**config.mk**
```make
export PLATFORM = sky130hd
export DESIGN_NAME = crtc_timing
export DESIGN_NICKNAME = d
export VERILOG_FILES = /design/src/rtl/crtc_timing.sv
export SDC_FILE = /design/constraint.sdc
export NUM_CORES = 1
export LEC_CHECK = 0
export ABC_AREA = 0
export ABC_CLOCK_PERIOD_IN_PS = 4290
export BUFFER_PORTS_ARGS = -buffer_cell sky130_fd_sc_hd__buf_2
export CELL_PAD_IN_SITES_DETAIL_PLACEMENT = 1
export CELL_PAD_IN_SITES_GLOBAL_PLACEMENT = 1
export CORE_UTILIZATION = 42
export CTS_CLUSTER_DIAMETER = 40
export DETAILED_ROUTE_END_ITERATION = 12
export PLACE_DENSITY_LB_ADDON = 0.12
export SLEW_MARGIN = 20
export SYNTH_ARGS = -nofsm -noshare
export SYNTH_HDL_FRONTEND = slang
export SYNTH_SLANG_ARGS = --single-unit
```
**constraint.sdc**
```tcl
create_clock -name DOTCLOCK -period 4.29 [get_ports DOTCLOCK]
set_input_delay 1.287 -clock DOTCLOCK [delete_from_list [all_inputs] [get_ports DOTCLOCK]]
set_output_delay 1.287 -clock DOTCLOCK [all_outputs]
set_load 0.01 [all_outputs]
```
**src/rtl/crtc_timing.sv**
```systemverilog
// Character-mode CRT timing generator.
// Produces the character load strobe, display enable, raw syncs, raster
// address, video RAM address and cursor flag from the dot clock. It also
// holds a bus-writable cursor address with a blink phase.
//
// Bus strobes: W_CADDR / R_CADDR are asynchronous levels. Each one passes
// through a 2-flop shift register. An action fires once, on the cycle the
// register reads 01, which is two clocks after the rising edge. A strobe
// held high does not fire again. A write and a read that fire in the same
// cycle return the value from before the write.
module crtc_timing #(
  parameter int H_TOTAL      = 100,
  parameter int H_DISP       = 80,
  parameter int H_SYNC_START = 82,
  parameter int H_SYNC_WIDTH = 12,
  parameter int V_TOTAL      = 525,
  parameter int V_DISP       = 480,
  parameter int V_SYNC_START = 490,
  parameter int V_SYNC_WIDTH = 2,
  parameter int CHAR_H       = 16
) (
  input  logic        DOTCLOCK,
  input  logic        nRESET,
  input  logic        sec_pulse,
  input  logic        W_CADDR,
  input  logic        R_CADDR,
  input  logic [15:0] DBI,
  output logic [15:0] DBO,
  output logic        ph2,
  output logic        DE,
  output logic        HS,
  output logic        VS,
  output logic [4:0]  RA,
  output logic [13:0] MA,
  output logic        cursor
);

  localparam int HW = $clog2(H_TOTAL);
  localparam int VW = $clog2(V_TOTAL);

  // Timing counters: dot within character, character, scanline, raster row
  // line and the RAM address of column 0 of the current row.
  logic [2:0]    dot;
  logic [HW-1:0] h;
  logic [VW-1:0] v;
  logic [4:0]    ra;
  logic [13:0]   row_base;

  // Cursor and bus state.
  logic [13:0] cur_addr;
  logic        cur_en;
  logic        blink;
  logic [1:0]  w_sync;
  logic [1:0]  r_sync;
  logic        w_fire;
  logic        r_fire;
  logic        dbi_unused;

  // Values one and two characters ahead of the current one.
  logic          h_last, v_last, ra_last;
  logic [HW-1:0] h_p1, h_p2;
  logic          wrap2;
  logic [VW-1:0] v_p1;
  logic [4:0]    ra_p1;
  logic [13:0]   base_p1;

  // Load target (next character): used on the edge entering dot 7.
  logic [VW-1:0] t1_v;
  logic [4:0]    t1_ra;
  logic [13:0]   t1_addr;
  logic          t1_de;

  // Character after the load target: MA for it is presented during the
  // next character window, so the RAM sees it a full window early.
  logic [13:0] t2_addr;
  logic        t2_disp;

  logic hs_next, vs_next;

  assign w_fire     = (w_sync == 2'b01);
  assign r_fire     = (r_sync == 2'b01);
  assign dbi_unused = DBI[14];

  // Lookahead arithmetic; row base advances by H_DISP instead of multiplying.
  always_comb begin
    h_last  = (h == HW'(H_TOTAL - 1));
    v_last  = (v == VW'(V_TOTAL - 1));
    ra_last = (ra == 5'(CHAR_H - 1));

    h_p1  = h_last ? '0 : h + 1'b1;
    h_p2  = (h_p1 == HW'(H_TOTAL - 1)) ? '0 : h_p1 + 1'b1;
    wrap2 = h_last || (h_p1 == HW'(H_TOTAL - 1));

    v_p1    = v_last ? '0 : v + 1'b1;
    ra_p1   = (v_last || ra_last) ? 5'd0 : ra + 5'd1;
    base_p1 = v_last ? 14'd0 : (ra_last ? row_base + 14'(H_DISP) : row_base);

    t1_v    = h_last ? v_p1 : v;
    t1_ra   = h_last ? ra_p1 : ra;
    t1_addr = (h_last ? base_p1 : row_base) + 14'(h_p1);
    t1_de   = (int'(h_p1) < H_DISP) && (int'(t1_v) < V_DISP);

    t2_addr = (wrap2 ? base_p1 : row_base) + 14'(h_p2);
    t2_disp = (int'(h_p2) < H_DISP);

    hs_next = (int'(h_p1) >= H_SYNC_START) &&
              (int'(h_p1) < H_SYNC_START + H_SYNC_WIDTH);
    vs_next = (int'(v_p1) >= V_SYNC_START) &&
              (int'(v_p1) < V_SYNC_START + V_SYNC_WIDTH);
  end

  // Dot, character, scanline, raster and row-base counters.
  always_ff @(posedge DOTCLOCK or negedge nRESET) begin
    if (!nRESET) begin
      dot      <= 3'd0;
      h        <= '0;
      v        <= '0;
      ra       <= 5'd0;
      row_base <= 14'd0;
    end else begin
      dot <= dot + 3'd1;
      if (dot == 3'd7) begin
        h <= h_p1;
        if (h_last) begin
          v        <= v_p1;
          ra       <= ra_p1;
          row_base <= base_p1;
        end
      end
    end
  end

  // Load strobe plus DE/RA/cursor for the load target, set entering dot 7.
  always_ff @(posedge DOTCLOCK or negedge nRESET) begin
    if (!nRESET) begin
      ph2    <= 1'b0;
      DE     <= 1'b0;
      RA     <= 5'd0;
      cursor <= 1'b0;
    end else begin
      ph2 <= (dot == 3'd6);
      if (dot == 3'd6) begin
        DE     <= t1_de;
        RA     <= t1_ra;
        cursor <= t1_de && cur_en && blink && (t1_addr == cur_addr);
      end
    end
  end

  // Syncs change on character boundaries; MA is updated for displayed cells only.
  always_ff @(posedge DOTCLOCK or negedge nRESET) begin
    if (!nRESET) begin
      HS <= 1'b0;
      VS <= 1'b0;
      MA <= 14'd0;
    end else if (dot == 3'd7) begin
      HS <= hs_next;
      if (h_last) VS <= vs_next;
      if (t2_disp) MA <= t2_addr;
    end
  end

  // Bus strobe detection, cursor register, readback and blink phase.
  always_ff @(posedge DOTCLOCK or negedge nRESET) begin
    if (!nRESET) begin
      w_sync   <= 2'b00;
      r_sync   <= 2'b00;
      cur_addr <= 14'd0;
      cur_en   <= 1'b1;
      blink    <= 1'b1;
      DBO      <= 16'd0;
    end else begin
      w_sync <= {w_sync[0], W_CADDR};
      r_sync <= {r_sync[0], R_CADDR};
      if (r_fire) DBO <= {cur_en, 1'b0, cur_addr};
      if (w_fire) begin
        cur_addr <= DBI[13:0];
        cur_en   <= DBI[15];
      end
      if (sec_pulse) blink <= ~blink;
    end
  end

endmodule

```
### Word-level counts from Yosys, hierarchy flattened

Cells that the tools add are included.

* bits in writable memories: 0
* latch bits: 0
* logic and storage cells: 63
* register bits after elaboration: 98
* memory bits (read-only): 0
* bits of input ports: 21
* memories kept: 0

* bitwise operators: 1
* equal/unequal tests: 9
* order comparisons: 7
* shift-type cells: 0
* add/sub/neg operators: 8
* reduce and logical (&&, ||, !) cells: 10
* $mul: 0
* div/mod/pow operators: 0
* mux-type cells: 10

Operators with widths (number)
* 14-bit two-way mux: 4
* 14-bit by 7-bit adder with 14-bit output: 2
* 7-bit < comparator (second input constant): 3
* 10-bit by 9-bit < comparator with 1-bit output (second input constant): 2
* 10-bit two-way mux: 2
* 14-bit by 7-bit adder with 14-bit output (second input constant): 1
* 7-bit by 1-bit adder with 7-bit output (second input constant): 2
* 14-bit == test: 1
* 7-bit == test (second input constant): 2
* 7-bit two-way mux: 2
* 10-bit by 1-bit adder with 10-bit output (second input constant): 1
* 10-bit == test (second input constant): 1
* 10-bit by 9-bit greater-or-equal comparator with 1-bit output (second input constant): 1
* 5-bit two-way mux: 2
* 7-bit greater-or-equal comparator (second input constant): 1
* 3-bit == test (second input constant): 2
* 1-bit logical AND: 6
* 5-bit by 1-bit adder with 5-bit output (second input constant): 1
* 5-bit by 4-bit == test with 1-bit output (second input constant): 1
* 2-bit by 1-bit == test with 1-bit output (second input constant): 2
* 2-bit AND reduction: 2
* 3-bit by 1-bit adder with 3-bit output (second input constant): 1
* 1-bit logical OR: 2
* 1-bit NOT: 1

### Logic depth before layout (Yosys ltp)

* depth after elaboration: 8
* depth in mapped cells: 20

### Least setup slack after synthesis

Ideal clock, no wire load.

* path type: register to register
* from: reg h[0]
* to: reg MA[10]
* stages on the path, launching flop included: 21
* setup time: 0.087 ns
* required time: 4.203 ns
* setup slack: 0.316 ns
* buffers on the path: 3
* arrival: 3.888 ns
* cell sequence: dfrtp_1 ha_1 and2b_4 and2_4 buf_6 buf_6 a21oi_2 buf_2 nor2_1 nor2b_1 ha_1 inv_1 fa_1 nor2b_1 o21ai_0 a21oi_1 o21ai_0 a21boi_0 o21bai_1 or4_1 o211ai_1

* cells in the longest elaborated chain, start to end: 6
* elaborated cells on any way between the ends: 11
* those cells by class: add/sub: 3; order compare: 1; eq/ne: 2; mux: 3; reduce/logical: 2

Ends and longest elaborated chain
* start: declaration: line 44 `logic [HW-1:0] h;`
* start signal: assignment: line 123 `h <= h_p1;`
* parallel branches: the longest is 6 deep, another holds 14-bit by 7-bit adder with 14-bit output
* end signal: assignment: line 159 `if (t2_disp) MA <= t2_addr;`
* end: declaration: line 34 `output logic [13:0] MA,`

Parallel ways; which one is timed is not known.
A chain may end at the register's enable or synchronous reset.

### Worst setup path in the final report

Ends and elaborated chain as after synthesis.

==> metrics.md <==
| Metric | Value |
|---|---|
| Met1 usage | `0.303` |
| Critical path cell sequence | `ha_2, xnor2_1, a31oi_1, nor4_4, a21oi_2, nor2_2, nor2b_1, ha_1, inv_1, fa_1, nor2b_1, o21ai_0, a21oi_1, o21ai_1, a21boi_2, o21bai_1, or4_1, o211ai_1` |
| FMAX | `between 0.2 and 0.3 GHz` |
| Number of global-route vias before repair | `approximately 5.7k` |
| Mapped Cells | `~700` |
| Worst-Margin Slew | `slightly above 800 ps` |
| Avg Inst Size Synth | `roughly 9.3 um^2` |
| Sequential share of the synthesized area | `0.382` |
| Crit path buffers/inverters | `1` |
| Worst EP required | `around 4600 ps` |
| Gpl congestion | `roughly 0.86` |
| Clk slew on worst S/H paths | `roughly 70 ps` |
| RSZ-0062 raised after global routing | `yes` |
| Maximum Capacitance Violations | `0` |
| Syn Nets | `741` |
| CP max FO | `7` |
| Synth Flop Type | `dfrtp_1` |
| Gr busiest metal | `met2` |
| Diode count | `0` |
| Largest net degree at the start of global routing | `76` |
| Nets | `between 700 and 800` |
| Via count | `about 5.5k` |
| Hold Violations, Final | `0` |
| Synth cell types | `84` |
| Fin area | `7210 um^2` |
| # clock sinks | `98` |
| Outcome | `finished, final reports clean` |
| Final worst path period need | `roughly 4000 ps` |
| Asr flop ratio synth | `1.00` |
| 1st-pass router iterations | `4` |
| Largest area contributor in the netlist | `dfrtp_1` |
| H-Tree Depth | `3` |
| CTS buffer count | `9` |
| Row count | `44` |
| Slowest stage cell, crit path | `or4_1` |
| Crit. End Element | `flip-flop` |
| Cell family with most CP delay | `compound AO/OA/AOI/OAI gates` |
| Startpoint Class | `flip-flop` |
| Post-CTS Setup Inserts | `0` |
| Final Max Tran Viols | `0` |
| Initial core utilization | `0.436` |
| Worst path most repeated cell | `nor2b_1` |
| WL per Instance | `roughly 19 um` |
| CTS Buffer Depth | `2` |
| Share of cells above drive strength 1 | `0.223` |
| Total grt overflow | `0` |
| Register bit total from synthesis | `98` |
| Cell area power density | `about 280 nW/um^2` |
| First-pass GRT wire length | `just under 30,000 um` |
| Total Power | `2.00 mW` |
| Grt met2 use | `0.402` |
| Critical path class | `reg2reg` |
| Worst skew pair latency | `~360 ps` |
| CTS tree | `yes` |
| Core Area | `around 15,000 um^2` |
| Hold Path Class | `reg2reg` |
| DP HPWL | `around 13,000 um` |
| Area after DPL | `about 6900 um^2` |
| Slew margin rel. | `0.448` |
| Peak VDD IR | `0.000188 V` |
| Die extent in x | `126 um` |
| Final std cells w/o fill | `between 900 and 1k` |
| Synth-to-Final Area Change | `12.0%` |
| Placed cell count | `a little over 900` |
| Via density | `5.92` |
| Number of I/O pins | `61` |
| DRT iter0 DRCs | `roughly 200` |
| Die Ht | `126 um` |
| Worst path max stage delay | `480 ps` |
| DRC viols | `0` |
| Yosys Warn Count | `0` |
| Die Area | `~16,000 um^2` |
| Root Buffer | `clkbuf_16` |
| Post-synth top area share | `0.373` |
| DRT antenna net count | `0` |
| Post-synth EDFFs | `0` |
| IO buf count | `58` |
| Setup violations, final | `0` |
| M3 GR Usage | `0.0314` |
| Tcrit/Tclk final | `0.927` |
| Mapped cell area | `approximately 6400 um^2` |
| Critical Path AT | `~4300 ps` |
| Top post-synthesis cells by area | `dfrtp_1, o21ai_0, mux2_2` |
| WL final | `around 18,000 um` |
| GRT Overall Usage | `0.234` |
| Fill count | `1,734` |
| Clock Skew | `around 9 ps` |
| Initial antenna violation count | `0` |
| Static leakage | `about 3.0 nW` |
==> cells by family (layout without fill, tap and decap cells) <==
group / Yosys count / after routing / synth area share
AO/OA/AOI/OAI: 195 / 195 / 0.197
XOR/XNOR: 41 / 41 / 0.0570
adder cells (fa/ha/maj): 26 / 26 / 0.0529
buffers and inverters: 64 / 118 / 0.0478
flip-flops: 98 / 98 / 0.382
multiplexers: 33 / 33 / 0.0576
other: 1 / 1 / 0.000583
AND/OR/NAND/NOR: 236 / 236 / 0.205
==> layer usage <==
layer  up-vias  wire length, um
li1       2602                -
met1      2796             8070
met2       106             8710
met3        18              632
met4         0              351
met5         -                0
==> Yosys cell counts (14+ instances only) <==
cell and n:
inv_1 28, nor2b_1 16, ha_1 24, nor3_1 18, a21oi_1 29, nor2_1 36
dfrtp_1 96, o21ai_0 72, xnor2_1 28, nand3_1 14, mux2_2 32, nand2_1 73
==> per-stage QoR <==
stage	worst slack, ps	utilization	TNS [ps]	hold slack (ps)
floorplan	316	-	0	347
global placement	214	0.465	0	354
detailed placement	38.4	0.465	0	368
CTS	78.0	0.484	0	384
global route	-13.9	0.488	-13.9	391
finish	311	0.488	0	384
==> worst register-to-register path, delay by kind of cell, from the launching register on <==
family | cells | cell delay, ps
simple gates | 5 | 920
buf+inv | 1 | 60
flops | 1 | 450
fa+ha+maj | 3 | 840
xor+xnor | 1 | 140
compound gates | 8 | 1490
==> sequential cells by signal (all words and copies together), names as in the netlist <==
| name | flops |
|---|---|
| ph2 | 1 |
| blink | 1 |
| cur_en | 1 |
| DBO | 15 |
| cursor | 1 |
| dot | 3 |
| r_sync | 2 |
| cur_addr | 14 |
| MA | 14 |
| VS | 1 |
| DE | 1 |
| HS | 1 |
| ra | 5 |
| row_base | 14 |
| h | 7 |
| w_sync | 2 |
| RA | 5 |
| v | 10 |
==> worst paths after layout <==
path	start	slack, ps	end	depth (start not counted)
setup reg to reg	h[0]	310	MA[10]	18
min in group asynchronous	nRESET	850	h[3]	1
setup / recovery	h[0]	310	MA[10]	18
hold / removal	r_sync[0]	380	r_sync[1]	0
hold reg to reg	r_sync[0]	380	r_sync[1]	0
max in group asynchronous	nRESET	2580	cur_addr[4]	3
==> timing repair <==
| action | CTS | global route |
|---|---|---|
| hold endpoints to repair | 0 | 0 |
| endpoints found under the setup margin | 1 | 7 |
| resized for setup | 1 | 10 |
| hold buffers | 0 | 0 |
| cloned | 0 | 0 |
==> final cells by class <==
class | count | area (um^2) | area share
tap | 184 | 230 | 0.0320
multi-input combinational | 532 | 3710 | 0.514
timing repair buffer | 73 | 425 | 0.0590
clock inverter | 6 | 48.8 | 0.00677
clock buffer | 10 | 229 | 0.0318
inverter | 29 | 109 | 0.0151
sequential | 98 | 2460 | 0.341
==> cell usage in the layout, fill, tap and decap left out, drive strengths merged, types with 10 or more instances in the layout <==
master and count:
ha 24, nor3 20, xnor2 29, dfrtp 96
a21oi 35, xor2 12, nand2 74, buf 73
nor2b 16, mux2 32, nor2 37, inv 31
o21ai 80, nand3 18, clkbuf 10, and3 10
==> report_power, final <==
group          total (mW)  switching [mW]  internal, mW  leakage, nW
sequential           1.03          0.0428         0.988         1.26
clock               0.779           0.380         0.399        0.126
combinational       0.193          0.0960        0.0969         1.65
(Power assumes the default switching activity.)
